==> src/rtl/calc_pkg.sv <==
// Shared constants for the calculator arbiter: opcodes, FSM states, default operand width.
package calc_pkg;

    localparam int unsigned CALC_WIDTH = 7;

    localparam logic [1:0] OP_CLEAR = 2'b00;
    localparam logic [1:0] OP_SOMA  = 2'b01;
    localparam logic [1:0] OP_SUB   = 2'b10;
    localparam logic [1:0] OP_MULTI = 2'b11;

    typedef enum logic [1:0] {
        IDLE = 2'd0,
        EXEC = 2'd1,
        DONE = 2'd2
    } state_t;

endpackage

==> src/rtl/calc_arbiter_if.sv <==
// Requester-side bus of the calculator arbiter: two request/operand sets plus shared result.
interface calc_arbiter_if #(
    parameter int unsigned WIDTH = calc_pkg::CALC_WIDTH
);
    logic [1:0]         req;
    logic [1:0]         op0;
    logic [WIDTH-1:0]   a0;
    logic [WIDTH-1:0]   b0;
    logic [1:0]         op1;
    logic [WIDTH-1:0]   a1;
    logic [WIDTH-1:0]   b1;
    logic [1:0]         gnt;
    logic [1:0]         done;
    logic [2*WIDTH-1:0] y;
    logic               sinal;
    logic               busy;

    modport master (
        output req, op0, a0, b0, op1, a1, b1,
        input  gnt, done, y, sinal, busy
    );

    modport slave (
        input  req, op0, a0, b0, op1, a1, b1,
        output gnt, done, y, sinal, busy
    );
endinterface

==> src/rtl/calc_shift_mult.sv <==
// Sequential shift-add multiplier: first partial product taken on start, ready pulses WIDTH cycles later.
module calc_shift_mult #(
    parameter int unsigned WIDTH = calc_pkg::CALC_WIDTH
) (
    input  logic               clk,
    input  logic               rst_n,
    input  logic               start,
    input  logic [WIDTH-1:0]   a,
    input  logic [WIDTH-1:0]   b,
    output logic               busy,
    output logic               ready,
    output logic [2*WIDTH-1:0] p
);
    localparam int unsigned RW = 2 * WIDTH;
    localparam int unsigned CW = $clog2(WIDTH + 1);

    logic [RW-1:0]    mcand;
    logic [WIDTH-1:0] mplier;
    logic [CW-1:0]    cnt;

    always_ff @(posedge clk or negedge rst_n) begin
        if (!rst_n) begin
            p      <= '0;
            mcand  <= '0;
            mplier <= '0;
            cnt    <= '0;
            busy   <= 1'b0;
            ready  <= 1'b0;
        end else begin
            ready <= 1'b0;
            if (start) begin
                p      <= b[0] ? RW'(a) : '0;
                mcand  <= RW'(a) << 1;
                mplier <= b >> 1;
                cnt    <= CW'(1);
                busy   <= 1'b1;
            end else if (busy) begin
                p      <= p + (mplier[0] ? mcand : '0);
                mcand  <= mcand << 1;
                mplier <= mplier >> 1;
                cnt    <= cnt + CW'(1);
                // last partial product lands this edge
                if (cnt == CW'(WIDTH - 1)) begin
                    busy  <= 1'b0;
                    ready <= 1'b1;
                end
            end
        end
    end

endmodule

==> src/rtl/calc_arbiter.sv <==
// Two-requester front end to a shared add/sub/multiply unit with round-robin arbitration.
// Define CALC_ARB_FIXED_PRIO_EN to make requester 0 always win contention.
module calc_arbiter
    import calc_pkg::*;
#(
    parameter int unsigned WIDTH = CALC_WIDTH
) (
    input  logic          clk,
    input  logic          rst_n,
    calc_arbiter_if.slave bus
);
    localparam int unsigned RW = 2 * WIDTH;

    state_t           state, state_nxt;
    logic [1:0]       op_q;
    logic [WIDTH-1:0] a_q, b_q;
    logic             win_q;
`ifndef CALC_ARB_FIXED_PRIO_EN
    logic             rr_q;
`endif

    logic [1:0]       gnt_q, done_q, gnt_nxt, done_nxt;
    logic [RW-1:0]    y_q, y_nxt;
    logic             sinal_q, sinal_nxt, busy_q, busy_nxt;

    logic             win_c, load_c, start_c;
    logic [1:0]       sel_op_c;
    logic [WIDTH-1:0] sel_a_c, sel_b_c;

    logic             mult_busy, mult_ready;
    logic [RW-1:0]    mult_p;

    assign bus.gnt   = gnt_q;
    assign bus.done  = done_q;
    assign bus.y     = y_q;
    assign bus.sinal = sinal_q;
    assign bus.busy  = busy_q;

    // Winner selection and operand mux for the requester about to be granted
    always_comb begin : arbitrate
        win_c = 1'b0;
`ifdef CALC_ARB_FIXED_PRIO_EN
        win_c = ~bus.req[0];
`else
        if (bus.req == 2'b11) win_c = ~rr_q;
        else                  win_c = bus.req[1];
`endif
        sel_op_c = win_c ? bus.op1 : bus.op0;
        sel_a_c  = win_c ? bus.a1  : bus.a0;
        sel_b_c  = win_c ? bus.b1  : bus.b0;
    end

    assign load_c  = (state == IDLE) && (bus.req != 2'b00);
    assign start_c = load_c && (sel_op_c == OP_MULTI);

    calc_shift_mult #(.WIDTH(WIDTH)) u_mult (
        .clk   (clk),
        .rst_n (rst_n),
        .start (start_c),
        .a     (sel_a_c),
        .b     (sel_b_c),
        .busy  (mult_busy),
        .ready (mult_ready),
        .p     (mult_p)
    );

    always_comb begin : next_state
        state_nxt = state;
        case (state)
            IDLE:    if (bus.req != 2'b00) state_nxt = EXEC;
            EXEC:    if (op_q != OP_MULTI || mult_ready) state_nxt = DONE;
            DONE:    state_nxt = IDLE;
            default: state_nxt = IDLE;
        endcase
    end

    // Next values of the registered outputs
    always_comb begin : outputs
        gnt_nxt   = 2'b00;
        done_nxt  = 2'b00;
        y_nxt     = y_q;
        sinal_nxt = sinal_q;
        busy_nxt  = (state_nxt != IDLE) || mult_busy;
        if (load_c) gnt_nxt = win_c ? 2'b10 : 2'b01;
        if (state == EXEC && state_nxt == DONE) begin
            done_nxt  = win_q ? 2'b10 : 2'b01;
            sinal_nxt = 1'b0;
            case (op_q)
                OP_SOMA:  y_nxt = RW'(a_q) + RW'(b_q);
                OP_SUB: begin
                    if (b_q > a_q) begin
                        y_nxt     = RW'(b_q - a_q);
                        sinal_nxt = 1'b1;
                    end else begin
                        y_nxt = RW'(a_q - b_q);
                    end
                end
                OP_MULTI: y_nxt = mult_p;
                default:  y_nxt = '0;
            endcase
        end
    end

    always_ff @(posedge clk or negedge rst_n) begin : state_reg
        if (!rst_n) begin
            state   <= IDLE;
            op_q    <= OP_CLEAR;
            a_q     <= '0;
            b_q     <= '0;
            win_q   <= 1'b0;
            gnt_q   <= 2'b00;
            done_q  <= 2'b00;
            y_q     <= '0;
            sinal_q <= 1'b0;
            busy_q  <= 1'b0;
`ifndef CALC_ARB_FIXED_PRIO_EN
            rr_q    <= 1'b1;
`endif
        end else begin
            state   <= state_nxt;
            gnt_q   <= gnt_nxt;
            done_q  <= done_nxt;
            y_q     <= y_nxt;
            sinal_q <= sinal_nxt;
            busy_q  <= busy_nxt;
            if (load_c) begin
                op_q  <= sel_op_c;
                a_q   <= sel_a_c;
                b_q   <= sel_b_c;
                win_q <= win_c;
`ifndef CALC_ARB_FIXED_PRIO_EN
                rr_q  <= win_c;
`endif
            end
        end
    end

endmodule

==> src/flat_wrapper.sv <==
// flat-port wrapper written by rule: the top's interface ports become plain ports
module calc_arbiter_flat import calc_pkg::*;
#(
    parameter int unsigned WIDTH = CALC_WIDTH
)
  (clk, rst_n, bus_req, bus_op0, bus_a0, bus_b0, bus_op1, bus_a1, bus_b1, bus_gnt, bus_done, bus_y, bus_sinal, bus_busy);
  calc_arbiter_if #(.WIDTH(WIDTH)) bus_i ();
  input  logic clk;
  input  logic rst_n;
  input wire logic [$bits(bus_i.req)-1:0] bus_req;
  input wire logic [$bits(bus_i.op0)-1:0] bus_op0;
  input wire logic [$bits(bus_i.a0)-1:0] bus_a0;
  input wire logic [$bits(bus_i.b0)-1:0] bus_b0;
  input wire logic [$bits(bus_i.op1)-1:0] bus_op1;
  input wire logic [$bits(bus_i.a1)-1:0] bus_a1;
  input wire logic [$bits(bus_i.b1)-1:0] bus_b1;
  output wire logic [$bits(bus_i.gnt)-1:0] bus_gnt;
  output wire logic [$bits(bus_i.done)-1:0] bus_done;
  output wire logic [$bits(bus_i.y)-1:0] bus_y;
  output wire logic [$bits(bus_i.sinal)-1:0] bus_sinal;
  output wire logic [$bits(bus_i.busy)-1:0] bus_busy;
  assign bus_i.req = bus_req;
  assign bus_i.op0 = bus_op0;
  assign bus_i.a0 = bus_a0;
  assign bus_i.b0 = bus_b0;
  assign bus_i.op1 = bus_op1;
  assign bus_i.a1 = bus_a1;
  assign bus_i.b1 = bus_b1;
  assign bus_gnt = bus_i.gnt;
  assign bus_done = bus_i.done;
  assign bus_y = bus_i.y;
  assign bus_sinal = bus_i.sinal;
  assign bus_busy = bus_i.busy;
  calc_arbiter #(.WIDTH(WIDTH)) u_core (.clk(clk), .rst_n(rst_n), .bus(bus_i));
endmodule
==> config.mk <==
export PLATFORM = sky130hd
export DESIGN_NAME = calc_arbiter_flat
export DESIGN_NICKNAME = d
export VERILOG_FILES = /design/src/rtl/calc_pkg.sv /design/src/rtl/calc_arbiter_if.sv /design/src/rtl/calc_shift_mult.sv /design/src/rtl/calc_arbiter.sv /design/src/flat_wrapper.sv
export SDC_FILE = /design/constraint.sdc
export NUM_CORES = 1
export LEC_CHECK = 0
export ABC_AREA = 0
export CAP_MARGIN = 40
export CELL_PAD_IN_SITES_DETAIL_PLACEMENT = 1
export CELL_PAD_IN_SITES_GLOBAL_PLACEMENT = 2
export CORE_AREA = 2 2 112 114
export DETAILED_ROUTE_END_ITERATION = 12
export DIE_AREA = 0 0 114 116
export DONT_BUFFER_PORTS = 1
export GPL_TIMING_DRIVEN = 0
export PLACE_DENSITY = 0.9
export SETUP_SLACK_MARGIN = 0.5
export SLEW_MARGIN = 0
export SYNTH_ARGS = -nofsm -noshare
export SYNTH_HDL_FRONTEND = slang
export SYNTH_HIERARCHICAL = 1
export SYNTH_SLANG_ARGS = --single-unit
==> constraint.sdc <==
create_clock -name clk -period 4.1 [get_ports clk]
set_clock_uncertainty 0.2 [all_clocks]
set_input_delay 0.82 -clock clk [delete_from_list [all_inputs] [get_ports clk]]
set_output_delay 0.82 -clock clk [all_outputs]
set_load 0.01 [all_outputs]
# Yosys cells after proc, flatten, opt, wreduce, memory -nomap -nowiden
# Cells that the tools add are included.
[totals]
register_bits = 80
in_bits = 36
output_inout_bits = 20
[classes]
addsub = 5
magnitude_cmp = 1
eq_ne = 9
n_mux = 31
bitwise = 1
n_reduce_logical = 9
[op_table]
columns = ["op", "n"]
rows = [
  ["$mux 14", 6],
  ["$pmux 14 s3", 1],
  ["$mux 7", 5],
  ["$sub 7x7->8", 2],
  ["$add 14x14->14", 1],
  ["$mux 2", 7],
  ["$eq 2x2->1 const B", 5],
  ["$mux 1", 9],
  ["$add 7x7->8", 1],
  ["$gt 7x7->1", 1],
  ["$mux 3", 2],
  ["$reduce_bool 2->1", 3],
  ["$eq 2x1->1 const B", 2],
  ["$pmux 2 s2", 1],
  ["$add 3x1->3 const B", 1],
  ["$eq 3x3->1 const B", 1],
  ["$logic_and 1x1->1", 3],
  ["$logic_not 2->1", 1],
  ["$logic_or 1x1->1", 2],
  ["$ne 2x2->1 const B", 1],
  ["$not 1->1", 1],
]

# Logic depth before layout (Yosys ltp)
[logic_depth]
depth_word = 7
mapped_depth = 11
depth_no_buf = 10

# Modules after synthesis
# Netlist, hierarchy kept.
[by_module_without_submodules]
columns = ["module", "n_inst", "cells_per_inst", "area_each_um2"]
rows = [
  ["calc_arbiter", 1, 305, 2795.2],
  ["calc_shift_mult", 1, 246, 2298.5],
]

# Worst setup path before layout
# Ideal clock, no wire load.
[synth_path]
path_type = "input to register"
start = "input bus_req[1]"
end = "register u_core.u_mult.p[11]"
setup_time_ps = 131
arrival_ps = 2666
path_slack_ps = 1103
stages = 10
path_buffers = 2
cell_sequence = "a21boi_2 buf_2 and2_1 a22oi_1 nor2_1 clkbuf_1 nand2b_1 nor3_1 and3_1 or3_1"
[synth_between]
elab_chain_len = 6
[synth_lines]
columns = ["item", "line_no", "rtl"]
rows = [
  ["start: declaration", "flat_wrapper.sv:10", "input wire logic [$bits(bus_i.req)-1:0] bus_req;"],
  ["$eq 2x2->1", "calc_arbiter.sv:45", "if (bus.req == 2'b11) win_c = ~rr_q;"],
  ["$mux 1", "calc_arbiter.sv:45", ""],
  ["$mux 2", "calc_arbiter.sv:48", "sel_op_c = win_c ? bus.op1 : bus.op0;"],
  ["$eq 2x2->1", "calc_arbiter.sv:54", "assign start_c = load_c && (sel_op_c == OP_MULTI);"],
  ["$logic_and 1x1->1 *", "calc_arbiter.sv:54", ""],
  ["net u_core.start_c", "calc_arbiter.sv:26", "logic win_c, load_c, start_c;"],
  ["$mux 14 / $reduce_bool 2->1 (equally long branches)", "n/a", ""],
  ["end signal: assignment", "calc_shift_mult.sv:32", "p <= b[0] ? RW'(a) : '0;"],
  ["end signal: assignment", "calc_shift_mult.sv:38", "p <= p + (mplier[0] ? mcand : '0);"],
  ["end: declaration", "calc_shift_mult.sv:12", "output logic [2*WIDTH-1:0] p"],
]
# Mark *: on every way through the listed nets, which the timed path passes. The rest lies on a longest branch.
# A chain may end at the register's enable or synchronous reset.

# Worst setup path after layout
[layout_path]
start = "input bus_req[1]"
end = "register u_core.u_mult.mplier[1]"
[layout_between]
elab_chain_len = 6
[layout_lines]
columns = ["item", "line_no", "rtl"]
rows = [
  ["$eq 2x2->1", "calc_arbiter.sv:45", ""],
  ["$mux 1", "calc_arbiter.sv:45", ""],
  ["$mux 2", "calc_arbiter.sv:48", ""],
  ["$eq 2x2->1", "calc_arbiter.sv:54", ""],
  ["$logic_and 1x1->1 *", "calc_arbiter.sv:54", ""],
  ["net u_core.start_c", "calc_arbiter.sv:26", ""],
  ["$mux 7 / $reduce_bool 2->1 (equally long branches)", "n/a", ""],
  ["end signal: assignment", "calc_shift_mult.sv:34", "mplier <= b >> 1;"],
  ["end signal: assignment", "calc_shift_mult.sv:40", "mplier <= mplier >> 1;"],
  ["end: declaration", "calc_shift_mult.sv:18", "logic [WIDTH-1:0] mplier;"],
]
# Marks and branches as above.

==> impl_metrics.json <==
{
  "cts-root-buf": "clkbuf_16",
  "required_ns": 4.15,
  "drv_cap": 0,
  "synth_seq_cells": 78,
  "synth-edff-count": 0,
  "final_util": 0.4696,
  "post_drt_wl_per_cell_um": 20.29,
  "path_max_fanout": 10,
  "io_buffers": 0,
  "synth_area_mm2": 0.005094,
  "via_per_inst": 5.834,
  "leakage_nw": 2.612,
  "fin_hold_ws_ns": 0.1169,
  "overflow": 0,
  "dr_total_vias": 4171,
  "htree_levels": 3,
  "drive_gt1_frac": 0.1039,
  "ys_async_sr_fraction": 1.000,
  "critPathKind": "in2reg",
  "die-area_mm2": 0.01322,
  "grt_max_degree": 78,
  "vdd_drop_max_uv": 310.8,
  "layout_commonest_cell": "dfrtp_1",
  "finalWorstSetupSlack_ns": 0.7356,
  "outcome": "finished, final reports clean",
  "first_pass_iters": 5,
  "n_antenna_cell": 0,
  "max_freq_ghz": 0.2972,
  "pre_cts_ws_ns": -0.02316,
  "antenna_found_initial": 0,
  "path_clk_slew_ns": 0.06,
  "area_delta_synth_final_pct": 9.826,
  "finalSetupViolations": 0,
  "layout.nets": 638,
  "rsz0062_at_grt": "yes",
  "clockBufferDepth": 2,
  "report.final.slew_viol_count": 0,
  "ant_nets": 0,
  "cp-start-kind": "primary input",
  "min_period_ns": 3.364,
  "dp_hpwl_mm": 11.08,
  "grt_pass1_vias": 4532,
  "dp_cells": 698,
  "die_h_um": 116,
  "cp.arrival_ns": 3.41,
  "synth-seq-area-share": 0.3834,
  "routed_wl_mm": 14.51,
  "syn-num-nets": 626,
  "cts_buffers": 9,
  "powerDensity_mw_per_mm2": 905.7,
  "synthFlopType": "dfrtp_1",
  "hold_path_class": "in2async",
  "instances_no_fill": 715,
  "num_rows": 40,
  "drc": 0,
  "die_x_um": 114,
  "hold_violations": 0,
  "regToRegSetupSlack_ns": 0.83,
  "fin_crit_sh": 0.8206,
  "synth_warnings": 6,
  "tightest_slew_ns": 0.7918,
  "synth.avg_cell_area_um2": 9.244,
  "reg2reg_depth": 10,
  "end_kind": "register",
  "final_cell_mix": "dfrtp_1, nand2_1, o21ai_0",
  "pin_count": 56,
  "power_w": 0.005067,
  "initial_core_util": 0.4276,
  "cts_tree": "built",
  "synth_cells": 551,
  "grt_usage": 0.2325,
  "place.gp.congestion": 0.8362,
  "coreArea_mm2": 0.01191,
  "clk_latency_ns": 0.34,
  "dr.first_iter.drc_count": 211,
  "clock-sinks": 78,
  "synth_cell_types": 58,
  "slew-limit-headroom": 0.4702,
  "grt_pass1_wl_mm": 23.93
}
stage by stage:
step / area (um^2) / TNS [ns]
after floorplan: 5094 / 0
after global placement: 5278 / 0
after detailed placement: 5278 / -0.05791
after CTS: 5592 / 0
after global routing: 5594 / 0
final: 5594 / 0
Yosys cell counts (4+ instances only):
cell	instances	area, um^2
nor3_1	14	70.07
o21a_1	4	30.03
and2_1	19	118.9
dfrtp_1	77	1927
and3_1	8	50.05
inv_1	27	101.4
o211ai_1	4	30.03
clkbuf_1	14	52.55
ha_1	35	437.9
a21oi_1	35	175.2
nand2_1	62	232.7
nor2b_1	5	31.28
fa_1	4	80.08
nor2_1	29	108.9
a21o_1	10	75.07
nand3_1	16	80.08
mux2_2	14	157.7
a211oi_1	4	30.03
a22oi_1	4	30.03
xnor2_1	6	52.55
nand2b_1	7	43.79
buf_2	8	40.04
nand4_1	4	25.02
mux2i_1	31	310.3
o22a_1	6	52.55
o21ai_0	52	260.3
routing by layer:
metal,global-route usage,wire length (um),vias up
li1,-,-,1974
met1,0.2999,6472,2092
met2,0.4075,7275,88
met3,0.03556,552,17
met4,0.06504,207,0
met5,0,0,-
layout make-up:
cell class / count / area, um^2
plain buffers: 28 / 143.9
well taps: 147 / 183.9
multi-input cells: 418 / 2905
clock buffers: 9 / 225.2
flip-flops and latches: 78 / 1953
repair buffers: 1 / 27.53
inverters: 27 / 101.3
clock inverters: 7 / 53.80
fillers: 1393 / 6317
kinds of logic after synthesis:
kind of cell | count (synthesis) | share of synthesized area
AO/OA/AOI/OAI | 150 | 0.1938
XOR/XNOR | 9 | 0.01548
adder cells (fa/ha/maj) | 39 | 0.1017
buffers and inverters | 55 | 0.04766
flip-flops | 78 | 0.3834
multiplexers | 45 | 0.09187
AND/OR/NAND/NOR | 175 | 0.1661
what timing repair did:
action	CTS	global route
hold buffers	1	0
gates cloned	0	0
endpoints found under the setup margin	20	20
resized for setup	1	3
endpoints found under the hold margin	77	0
pin swaps	0	0
setup buffers	0	0
power by group:
group	switching, W	internal [W]	leakage, nW
registers	0.000331	0.00112	0.978
clock network	0.000346	0.000416	0.141
logic	0.00170	0.00115	1.49
critical path, cell delays in order:
cell and delay, ns:
a21boi_4 0.37, buf_2 0.39, and2_1 0.29, a22oi_1 0.13, nor2_1 0.11, clkbuf_1 0.34, clkbuf_1 0.45, clkbuf_2 0.33
nand2_1 0.07, o21ai_0 0.09
final timing paths:
path                               from                      end
max                          bus_req[1]  u_core/u_mult/mplier[1]
min                               rst_n              u_core/rr_q
max reg2reg                 u_core/rr_q  u_core/u_mult/mplier[1]
min reg2reg                u_core/win_q       u_core/bus.done[0]
max in group asynchronous         rst_n  u_core/u_mult/mplier[4]
min in group clk           u_core/win_q       u_core/bus.done[0]
No activity file was read; power rests on OpenSTA's default activity.
